===== config.mk =====
export PLATFORM = sky130hd
export DESIGN_NAME = cordic_request_ctrl
export DESIGN_NICKNAME = d
export VERILOG_FILES = /design/src/rtl/cordic_ctrl_pkg.sv /design/src/rtl/cordic_region_classify.sv /design/src/rtl/cordic_request_ctrl.sv
export SDC_FILE = /design/constraint.sdc
export NUM_CORES = 1
export LEC_CHECK = 0
export CAP_MARGIN = 15
export CORE_MARGIN = 8
export CORE_UTILIZATION = 57
export CTS_CLUSTER_SIZE = 12
export DETAILED_ROUTE_END_ITERATION = 7
export DONT_BUFFER_PORTS = 1
export PLACE_DENSITY = 0.76
export SETUP_SLACK_MARGIN = 0.1
export SYNTH_ARGS = -nofsm -noshare
export SYNTH_HDL_FRONTEND = slang
export SYNTH_HIERARCHICAL = 1
export SYNTH_SLANG_ARGS = --single-unit

===== constraint.sdc =====
create_clock -name clk -period 2.6 [get_ports clk]
set_clock_uncertainty 0.15 [all_clocks]
set_input_delay 0.26 -clock clk [delete_from_list [all_inputs] [get_ports clk]]
set_output_delay 0.26 -clock clk [all_outputs]
set_load 0.01 [all_outputs]

===== src/rtl/cordic_ctrl_pkg.sv =====
// rtl/cordic_ctrl_pkg.sv - state encoding and angle region limits for the CORDIC request controller
package cordic_ctrl_pkg;

  typedef enum logic [2:0] {
    ST_IDLE,
    ST_CLASSIFY,
    ST_START,
    ST_WAIT,
    ST_ACK,
    ST_HOLD
  } ctrl_state_e;

  // IEEE-754 bit patterns of pi/2, pi, 3pi/2 and 2pi; positive floats order like unsigned ints
  localparam logic [63:0] SP_PI_2  = 64'h0000_0000_3FC9_0FDB;
  localparam logic [63:0] SP_PI    = 64'h0000_0000_4049_0FDB;
  localparam logic [63:0] SP_PI3_2 = 64'h0000_0000_4096_CBE4;
  localparam logic [63:0] SP_TWO_PI = 64'h0000_0000_40C9_0FDB;

  localparam logic [63:0] DP_PI_2  = 64'h3FF9_21FB_5444_2D18;
  localparam logic [63:0] DP_PI    = 64'h4009_21FB_5444_2D18;
  localparam logic [63:0] DP_PI3_2 = 64'h4012_D97C_7F33_21D2;
  localparam logic [63:0] DP_TWO_PI = 64'h4019_21FB_5444_2D18;

endpackage


===== src/rtl/cordic_region_classify.sv =====
// rtl/cordic_region_classify.sv - magnitude compare giving the CORDIC shift region and an illegal-angle flag
module cordic_region_classify
  import cordic_ctrl_pkg::*;
#(
  parameter int W     = 32,
  parameter int W_Exp = 8,
  parameter int W_Sgf = 23
) (
  input  logic [W-2:0] magnitude,
  output logic [1:0]   region,
  output logic         illegal
);

  localparam logic [63:0] LIM0_64 = (W == 64) ? DP_PI_2   : SP_PI_2;
  localparam logic [63:0] LIM1_64 = (W == 64) ? DP_PI     : SP_PI;
  localparam logic [63:0] LIM2_64 = (W == 64) ? DP_PI3_2  : SP_PI3_2;
  localparam logic [63:0] LIM3_64 = (W == 64) ? DP_TWO_PI : SP_TWO_PI;

  localparam logic [W-1:0] LIM0 = LIM0_64[W-1:0];
  localparam logic [W-1:0] LIM1 = LIM1_64[W-1:0];
  localparam logic [W-1:0] LIM2 = LIM2_64[W-1:0];
  localparam logic [W-1:0] LIM3 = LIM3_64[W-1:0];

  logic [W-1:0] mag;
  logic         exp_ones;

  always_comb begin
    mag      = {1'b0, magnitude};
    exp_ones = &magnitude[W_Sgf +: W_Exp];
    region   = 2'b11;
    if (mag < LIM0) begin
      region = 2'b00;
    end else if (mag < LIM1) begin
      region = 2'b01;
    end else if (mag < LIM2) begin
      region = 2'b10;
    end
    illegal = exp_ones || (mag >= LIM3);
  end

endmodule


===== src/rtl/cordic_request_ctrl.sv =====
// rtl/cordic_request_ctrl.sv - request/response controller wrapping the sine/cosine CORDIC start/ack handshake
module cordic_request_ctrl
  import cordic_ctrl_pkg::*;
#(
  parameter int W       = 32,
  parameter int W_Exp   = 8,
  parameter int W_Sgf   = 23,
  parameter int TIMEOUT = 1023,
  parameter int CNT_W   = 16
) (
  input  logic         clk,
  input  logic         rst,
  input  logic         req_valid,
  output logic         req_ready,
  input  logic         req_operation,
  input  logic [W-1:0] req_angle,
  output logic         beg_fsm_cordic,
  output logic         operation,
  output logic [W-1:0] data_in,
  output logic [1:0]   shift_region_flag,
  input  logic         ready_cordic,
  input  logic [W-1:0] data_output,
  input  logic         overflow_flag,
  input  logic         underflow_flag,
  output logic         ack_cordic,
  output logic         res_valid,
  input  logic         res_ready,
  output logic [W-1:0] res_data,
  output logic         res_overflow,
  output logic         res_underflow,
  output logic         res_error,
  output logic         busy
);

  localparam logic [CNT_W-1:0] TIMEOUT_CNT = CNT_W'(TIMEOUT);

  ctrl_state_e      state;
  logic [CNT_W-1:0] wait_cnt;
  logic [1:0]       region;
  logic             illegal;

  // Classification works on the captured angle, so the sign never affects the region
  cordic_region_classify #(
    .W     (W),
    .W_Exp (W_Exp),
    .W_Sgf (W_Sgf)
  ) u_classify (
    .magnitude (data_in[W-2:0]),
    .region    (region),
    .illegal   (illegal)
  );

  always_ff @(posedge clk) begin
    if (rst) begin
      state             <= ST_IDLE;
      wait_cnt          <= '0;
      req_ready         <= 1'b1;
      busy              <= 1'b0;
      beg_fsm_cordic    <= 1'b0;
      ack_cordic        <= 1'b0;
      operation         <= 1'b0;
      data_in           <= '0;
      shift_region_flag <= 2'b00;
      res_valid         <= 1'b0;
      res_data          <= '0;
      res_overflow      <= 1'b0;
      res_underflow     <= 1'b0;
      res_error         <= 1'b0;
    end else begin
      beg_fsm_cordic <= 1'b0;
      case (state)
        ST_IDLE: begin
          if (req_valid) begin
            data_in       <= req_angle;
            operation     <= req_operation;
            req_ready     <= 1'b0;
            busy          <= 1'b1;
            res_data      <= '0;
            res_error     <= 1'b0;
            res_overflow  <= 1'b0;
            res_underflow <= 1'b0;
            state         <= ST_CLASSIFY;
          end
        end
        ST_CLASSIFY: begin
          shift_region_flag <= region;
          if (illegal) begin
            res_error <= 1'b1;
            res_valid <= 1'b1;
            state     <= ST_HOLD;
          end else begin
            beg_fsm_cordic <= 1'b1;
            state          <= ST_START;
          end
        end
        ST_START: begin
          wait_cnt <= '0;
          state    <= ST_WAIT;
        end
        ST_WAIT: begin
          wait_cnt <= wait_cnt + CNT_W'(1);
          if (ready_cordic) begin
            res_data      <= data_output;
            res_overflow  <= overflow_flag;
            res_underflow <= underflow_flag;
            ack_cordic    <= 1'b1;
            state         <= ST_ACK;
          end else if (wait_cnt == TIMEOUT_CNT) begin
            // Hung core: report an error without ever acknowledging it
            res_error <= 1'b1;
            res_data  <= '0;
            res_valid <= 1'b1;
            state     <= ST_HOLD;
          end
        end
        ST_ACK: begin
          if (!ready_cordic) begin
            ack_cordic <= 1'b0;
            res_valid  <= 1'b1;
            state      <= ST_HOLD;
          end
        end
        ST_HOLD: begin
          if (res_ready) begin
            res_valid <= 1'b0;
            req_ready <= 1'b1;
            busy      <= 1'b0;
            state     <= ST_IDLE;
          end
        end
        default: state <= ST_IDLE;
      endcase
    end
  end

endmodule


# After elaboration in Yosys (flattened, before gate mapping)
# Cells that the tools add are included.
# op_classes
muxes,35
addsub,1
shift,0
reduce_logical,18
div_mod_pow,0
eq_ne,14
bitwise_logic,1
order_cmp,4
multipliers,0
# ops
operator,n
32-bit 2-to-1 mux,3
32-bit case mux with 2 select lines,1
"31-bit less-than comparator, second input constant",2
16-bit case mux with 2 select lines,1
"31-bit >= comparator, second input constant",1
"31-bit by 30-bit less-than comparator with 1-bit output, second input constant",1
3-bit 2-to-1 mux,6
3-bit case mux with 6 select lines,1
"16-bit by 1-bit adder with 16-bit output, second input constant",1
"16-bit by 10-bit == test with 1-bit output, second input constant",1
1-bit 2-to-1 mux,14
"2-bit inequality test, second input constant",7
3-bit AND reduction,4
1-bit case mux with 2 select lines,5
8-bit AND reduction,1
2-bit nonzero test,4
"3-bit by 2-bit == test with 1-bit output, second input constant",2
"3-bit == test, second input constant",2
6-bit AND reduction,1
5-bit AND reduction,1
2-bit 2-to-1 mux,2
1-bit case mux with 4 select lines,1
4-bit AND reduction,1
4-bit nonzero test,1
other kinds (9),9
# totals
reg_bits,94
mem_count,0
latch_bits,0
input_bits,72
word_cells,87
mem_bits_ro,0
ram_bits,0

# Longest topological paths before layout
# Gate-level depths: netlist (run 1).
# depth
depth_word,4
mapped_depth,9
depth_no_buf,9

# By module
# Netlist (run 1), hierarchy kept.
# by_module_without_submodules
module,cells_each,n_inst,area_each_um2,seq_area_each_um2
cordic_request_ctrl,471,1,3826.2,1881.8
cordic_region_classify,42,1,282.8,0.0

# Worst setup path after synthesis (run 1)
# OpenSTA, ideal clock, no wires.
# synth_timing
path_type,register to register
start,register data_in[21]
end,register state[0]
arrival_time_ns,2.385
setup_slack_ns,-0.006
path_stages_with_launch,10
path_cell_list,dfxtp_1 > or4_4 > nor4_2 > a222oi_1 > nand2b_1 > a21boi_0 > nor2_1 > a21o_1 > a211o_1 > a21oi_1
# synth_via
elab_chain_len,4
# synth_rtl
item,line_no,source
from (decl),cordic_request_ctrl.sv:19,"output logic [W-1:0] data_in,"
from (signal assigned),cordic_request_ctrl.sv:74,data_in <= req_angle;
31-bit >= comparator,cordic_region_classify.sv:38,illegal = exp_ones || (mag >= LIM3);
1-bit logical OR,cordic_region_classify.sv:38,
net illegal,cordic_request_ctrl.sv:40,logic illegal;
3-bit 2-to-1 mux,cordic_request_ctrl.sv:87,if (illegal) begin
3-bit case mux with 6 select lines,cordic_request_ctrl.sv:71,case (state)
to (signal assigned),cordic_request_ctrl.sv:82,state <= ST_CLASSIFY;
to (signal assigned),cordic_request_ctrl.sv:90,state <= ST_HOLD;
to (signal assigned),cordic_request_ctrl.sv:93,state <= ST_START;
to (decl),cordic_request_ctrl.sv:37,ctrl_state_e state;
# The timed path passes the listed nets, and every way through them passes these cells.
# A chain may end at the register's enable or synchronous reset.

# Worst setup path in the final report (run 1)
# layout_timing
start,register data_in[21]
end,register res_valid
# layout_via
elab_chain_len,4
# layout_rtl
item,line_no,source
31-bit >= comparator,cordic_region_classify.sv:38,
1-bit logical OR,cordic_region_classify.sv:38,
net illegal,cordic_request_ctrl.sv:40,
2-bit inequality test (no source line),--,
6-bit AND reduction (no source line),--,
to (signal assigned),cordic_request_ctrl.sv:64,res_valid <= 1'b0;
to (signal assigned),cordic_request_ctrl.sv:89,res_valid <= 1'b1;
to (signal assigned),cordic_request_ctrl.sv:112,res_valid <= 1'b1;
to (decl),cordic_request_ctrl.sv:26,"output logic res_valid,"
# The timed path passes the listed nets, and every way through them passes these cells.

==> metrics.md, run 1 <==
| Metric | Value |
|---|---|
| Tcrit/Tclk final | 98.00% |
| Async S/R FF share, synth | 0% |
| Max FO, Critical Path | 3 |
| Vias | 3983 |
| Tmin final | 2.548 ns |
| P_leak | 1.794 nW |
| FF+latch count, synth | 94 |
| # IOs | 147 |
| HP Class | in -> reg |
| Routed wire length | 12.06 mm |
| CTS tree | done |
| Largest net degree at the start of global routing | 96 |
| Internal | 2.150 mW |
| First-pass GRT wire length | 19.13 mm |
| DIE AREA | 10180 um^2 |
| Worst Hold End | ack_cordic |
| Status | complete, no violations |
| Count of final max-slew check failures | 0 |
| Die height | 100.9 um |
| Synth Cell Area | 4109 um^2 |
| Synth cell types | 51 |
| Worst reg-to-reg setup slack | 0.05 ns |
| Max_cap viols | 0 |
| Setup crit end kind | register |
| DR WL/cell | 17.73 um |
| Worst r2r src | data_in[21] |
| FMAX | 392.5 MHz |
| Root buffer cell | clkbuf_8 |
| Total global routing overflow | 0 |
| Cell taking the most area after synthesis | dfxtp_1 |
| Clock network power share | 27.1% |
| Critical path launch point type | register |
| Design Area, Final | 5140 um^2 |
| I/O Buffers | 0 |
| Detailed Place HPWL | 7.518 mm |
| Synth Warn # | 6 |
| Dpl ws | 0.04124 ns |
| DR iter-0 viols | 241 |
| Remaining antenna violation count | 0 |
| Mapped Cells | 513 |
| Top FF cell, synth | dfxtp_1 |
| Area grow syn2layout | 25.09% |
| Post-synth EDFFs | 0 |
| Part of the power in registers | 52.8% |
| Routability Congestion | 0.8447 |
| Overall routing resource usage | 23.14% |
| FP Rows | 31 |
| Clk buf depth | 2 |
| Count of final setup violators | 0 |
| Critical path type | reg -> reg |
| PwrDens | 612.6 nW/um^2 |
| CTS clock-pin slew for the worst setup and hold paths | 0.10 ns |
| Fin worst setup slack | 0.05208 ns |
| Slew headroom | 57.97% |
| CTS buffer count | 9 |
| Clk_lat worst skew | 0.35 ns |
| Logic pwr share | 20.1% |
| Drc violations | 0 |
| Initial antenna violation count | 0 |
| Core area | 7098 um^2 |
| Starting Density | 57.89% |
| Final-report hold violation count | 0 |
| RSZ-0062 raised after global routing | yes |
| Avg Vias per Cell | 5.857 |
| Worst R2R Path Depth | 10 |
| Most frequent cells in the layout | nand2_1 (114), dfxtp_1 (94), dlygate4sd3_1 (70), a21oi_1 (55), o21ai_0 (39) |
| Synth top area cells | dfxtp_1 (46%), nand2_1 (10%), a21oi_1 (6.8%) |
| Crit path required time | 2.69 ns |
| Least-Margin Pin Slew | 0.6282 ns |
| Crit path DAT | 2.64 ns |
| Final net count | 650 |
| Placed Area | 4208 um^2 |
| Worst reg2reg endpoint | res_valid |
| Share of post-route cells with drive strength above 1 | 9.122% |
| Syn nets | 586 |
| Hold depth | 3 |
| Diode count | 0 |
| Register area share after synthesis | 45.80% |
| Number of global-route vias before repair | 3771 |
| H-tree Lvls | 3 |
| Net Sw Frac | 31.71% |
| IR drop worst, VDD | 0.3778 mV |
| Die width | 100.9 um |
| Pre-Repair DR Iteration Count | 5 |
| Commonest non-fill, non-tap cell in the layout | nand2_1 |
| Critical hold path startpoint | ready_cordic |
| TritonCTS Sinks | 94 |
| NetSw | 0.9985 mW |
| Synth top area share | 45.80% |
| Mean area per synthesized cell | 8.010 um^2 |
worst max path at each step:
stage | startpoint | end | slack, ns | cells after the start
after floorplan | data_in[21] | state[0] | 0.11 | 9
after global placement | data_in[21] | state[0] | 0.15 | 9
after detailed placement | data_in[21] | state[0] | 0.04 | 9
after CTS | data_in[21] | res_valid | 0.05 | 10
after global routing | data_in[21] | state[0] | -0.07 | 9
final | data_in[21] | res_valid | 0.05 | 10
registers in the layout (all words and copies together), names as in the netlist, 2 cells and up:
name               flops
data_in               32
res_data              32
state                  3
wait_cnt              16
shift_region_flag      2
power groups by stage:
stage	clock network [mW]	registers (mW)	logic (mW)
global route	0.930	1.68	0.699
CTS	0.879	1.66	0.615
detailed placement	0	1.69	0.499
floorplan	0	1.67	0.418
global placement	0	1.69	0.481
finish	0.854	1.66	0.632
routing by layer:
layer | vias up | GRT usage, % | part of all wire, %
met5 | - | 0 | 0
met4 | 0 | 8.247 | 2.1
met3 | 21 | 7.113 | 9.8
met2 | 175 | 40.55 | 51
met1 | 1868 | 25.72 | 37
li1 | 1919 | - | -
cells by family after synthesis:
| family | share of synthesized area, % |
|---|---|
| muxes | 0.7917 |
| and+or+nand+nor | 29.90 |
| adders and majority gates | 0.3045 |
| DFF | 45.80 |
| AOI/OAI and AO/OA | 19.09 |
| buffers and inverters | 4.111 |
cell usage after synthesis (6+ instances only):
cell type,instances
o21ai_0,39
nor2_1,18
nand4_1,9
dfxtp_1,94
a21oi_1,56
clkbuf_1,33
or3_1,9
nand2b_1,37
nand3_1,13
a31oi_1,6
nand2_1,114
critical path, cell delays in order (launching register included):
cell and delay (ns):
dfxtp_1 0.32, or4_4 0.57, a21o_1 0.18, a222oi_1 0.37, nand2b_1 0.19, a21boi_2 0.08
buf_4 0.14, a21oi_2 0.12, nor2_1 0.06, a211oi_2 0.19, a211oi_1 0.06
what timing repair did:
action | 4_1_cts | 5_1_grt
setup buffers | 2 | 1
resized for setup | 0 | 4
pin swaps | 3 | 2
setup endpoints to repair | 1 | 6
hold endpoints to repair | 93 | 0
hold buffers | 71 | 0
metrics by stage:
step	hold WS (ns)	instances	utilization (%)	power [mW]	TNS, ns
floorplan	0.2186	513	-	2.084	0
global placement	0.1890	591	59.28	2.173	0
detailed placement	0.1900	591	59.28	2.194	0
CTS	0.00004596	679	72.11	3.154	0
global route	0.01914	680	72.41	3.308	-0.1265
finish	0.01075	680	72.41	3.149	0
final cells by class:
type / instances / area (um^2)
well taps: 99 / 123.9
clock buffers: 9 / 123.9
flip-flops and latches: 94 / 1882
clock inverters: 6 / 43.79
fillers: 539 / 1958
repair buffers: 89 / 863.3
multi-input cells: 380 / 2092
inverters: 3 / 11.26
Power figures use the tool's default switching activity.
==> run 2, diff against run 1 <==
--- a/config.mk
+++ b/config.mk
@@ -7,11 +7,11 @@
 export LEC_CHECK = 0
 export CAP_MARGIN = 15
 export CORE_MARGIN = 8
-export CORE_UTILIZATION = 57
+export CORE_UTILIZATION = 60
 export CTS_CLUSTER_SIZE = 12
 export DETAILED_ROUTE_END_ITERATION = 7
 export DONT_BUFFER_PORTS = 1
-export PLACE_DENSITY = 0.76
+export PLACE_DENSITY = 0.77
 export SETUP_SLACK_MARGIN = 0.1
 export SYNTH_ARGS = -nofsm -noshare
 export SYNTH_HDL_FRONTEND = slang
==> constraint.sdc (replaced) <==
create_clock -name clk -period 2.5 [get_ports clk]
set_clock_uncertainty 0.15 [all_clocks]
set_input_delay 0.25 -clock clk [delete_from_list [all_inputs] [get_ports clk]]
set_output_delay 0.25 -clock clk [all_outputs]
set_load 0.01 [all_outputs]
==> run 2 against run 1 <==
  * The flow now finishes with violations (negative setup slack)
  * Largest cell class unchanged
  * Worst hold slack better by 0.061 ns
  * Largest power group unchanged
  * Critical endpoint is now state[1]
  * Global-route usage grew 3.5 points
  * Combinational power increased by 28%
  * Sequential power up 4%
==> metrics.md, run 2 (synthesized netlist as in run 1, its figures left out) <==
| Metric | Value |
|---|---|
| Die height | 98.76 um |
| Buf/Inv on CP | 1 |
| Register area | 1884 um^2 |
| Largest net degree at the start of global routing | 99 |
| Hold slack final | 0.07178 ns |
| Tcrit/Tclk final | 105.4% |
| Largest registers | data_in: 32 flops, res_data: 32 flops, wait_cnt: 16 flops |
| Fin worst setup slack | -0.1360 ns |
| Setup crit end kind | register |
| # IOs | 147 |
| HP Class | in -> reg |
| TritonCTS Sinks | 94 |
| CP delay by family, top | simple AND/OR/NAND/NOR gates |
| Slowest-stage cell, CP | or4_4 |
| Tmin final | 2.636 ns |
| Drc violations | 0 |
| FMAX | 379.4 MHz |
| Area of the multi-input gates | 2098 um^2 |
| Critical path launch point type | register |
| CTS clock-pin slew for the worst setup and hold paths | 0.10 ns |
| RSZ-0062 raised after global routing | yes |
| Clk_lat worst skew | 0.37 ns |
| Crit path required time | 2.64 ns |
| Remaining antenna violation count | 0 |
| CTS buffer count | 9 |
| Avg Vias per Cell | 6.565 |
| CP Cell Sequence | or4_4, a21o_1, a222oi_1, nand2b_1, a21boi_2, nor2_2, buf_4, mux2i_1, a2bb2oi_1, nor3_1 |
| Detailed Place HPWL | 7.812 mm |
| Max incr delay on CP | 0.57 ns |
| DR WL/cell | 22.74 um |
| First-pass GRT wire length | 21.18 mm |
| Final-report hold violation count | 0 |
| Critical path type | reg -> reg |
| Die width | 98.76 um |
| Count of final setup violators | 4 |
| Number of global-route vias before repair | 4114 |
| Share of post-route cells with drive strength above 1 | 10.34% |
| Overall routing resource usage | 26.68% |
| Clk buf depth | 2 |
| Post-route insts no fill | 719 |
| Max FO, Critical Path | 3 |
| DIE AREA | 9753 um^2 |
| CTS tree | done |
| Core area | 6719 um^2 |
| Most frequent cells in the layout | dlygate4sd3_1 (118), nand2_1 (114), dfxtp_1 (92), a21oi_1 (54), o21ai_0 (39) |
| I/O Buffers | 0 |
| Inst Count DP | 582 |
| Starting Density | 61.15% |
| Status | finished, violations left |
| PwrDens | 614.8 nW/um^2 |
| Total global routing overflow | 0 |
| Pre-Repair DR Iteration Count | 7 |
| Slew headroom | 67.79% |
| Root buffer cell | clkbuf_8 |
| DR iter-0 viols | 519 |
| Least-Margin Pin Slew | 0.4832 ns |
| IR drop worst, VDD | 0.5057 mV |
| Vias | 4720 |
| Area grow syn2layout | 38.55% |
| Fillers | 318 |
| FP Rows | 30 |
| Routed wire length | 16.35 mm |
| Final net count | 706 |
| Initial antenna violation count | 1 |
| Routability Congestion | 0.8838 |
| Commonest non-fill, non-tap cell in the layout | dlygate4sd3_1 |
| Max_cap viols | 0 |
| Violated checks | negative setup slack |
| Crit path DAT | 2.78 ns |
| P_leak | 2.035 nW |
| Count of final max-slew check failures | 0 |
| H-tree Lvls | 3 |
-- run 2: per-layer routing --
layer	vias to the layer above	share of wire, %	track usage (%)
met1	2219	34	28.02
li1	2029	-	-
met2	363	50	47.25
met3	109	11	7.822
met5	-	0	0
met4	0	5.9	13.58
-- run 2: stage by stage --
stage | TNS (ns) | cell area, um^2 | setup WS (ns) | power, mW | utilization [%]
2_1_floorplan | 0 | 4124 | 0.1142 | 2.168 | -
3_3_place_gp | 0 | 4274 | 0.1022 | 2.302 | 63.61
3_5_place_dp | 0 | 4274 | 0.03337 | 2.322 | 63.61
4_1_cts | 0 | 5259 | 0.02315 | 3.309 | 78.27
5_1_grt | -0.5676 | 5693 | -0.1571 | 3.619 | 84.73
6_report | -0.3330 | 5693 | -0.1360 | 3.500 | 84.73
-- run 2: repair_timing --
| action | 4_1_cts | 5_1_grt |
|---|---|---|
| gates cloned | 0 | 0 |
| gates resized for setup | 1 | 6 |
| buffers inserted | 1 | 1 |
| hold buffers | 79 | 40 |
| hold endpoints to repair | 94 | 47 |
| endpoints found under the setup margin | 3 | 9 |
| pin swaps | 3 | 6 |
-- run 2: worst reg2reg max path: stages, from the launching register on --
cell,delay (ns)
dfxtp_2,0.34
or4_4,0.57
a21o_1,0.19
a222oi_1,0.44
nand2b_1,0.21
a21boi_2,0.09
nor2_2,0.12
buf_4,0.13
mux2i_1,0.07
a2bb2oi_1,0.13
nor3_1,0.12
-- run 2: final timing paths --
| kind | cells past startpoint | end | startpoint | slack [ns] |
|---|---|---|---|---|
| worst min-delay path | 3 | state[1] | req_valid | 0.07 |
| worst max register to register | 10 | state[1] | data_in[17] | -0.14 |
| worst max-delay path | 10 | state[1] | data_in[17] | -0.14 |
| worst min register to register | 2 | wait_cnt[5] | wait_cnt[5] | 0.39 |
-- run 2: area by class of cell --
type                            count  share of cell area, %
Multi-Input combinational cell    380                  36.86
Sequential cell                    94                  33.10
Timing Repair Buffer              145                  24.81
Clock buffer                        9                  2.176
Tap cell                           80                  1.758
Clock inverter                      7                  1.055
Inverter                            3                 0.1978
Antenna cell                        1                0.04396
-- run 2: where the power goes --
part	switching, mW	internal (mW)
clock	0.599	0.376
sequential	0.127	1.59
combinational	0.449	0.358
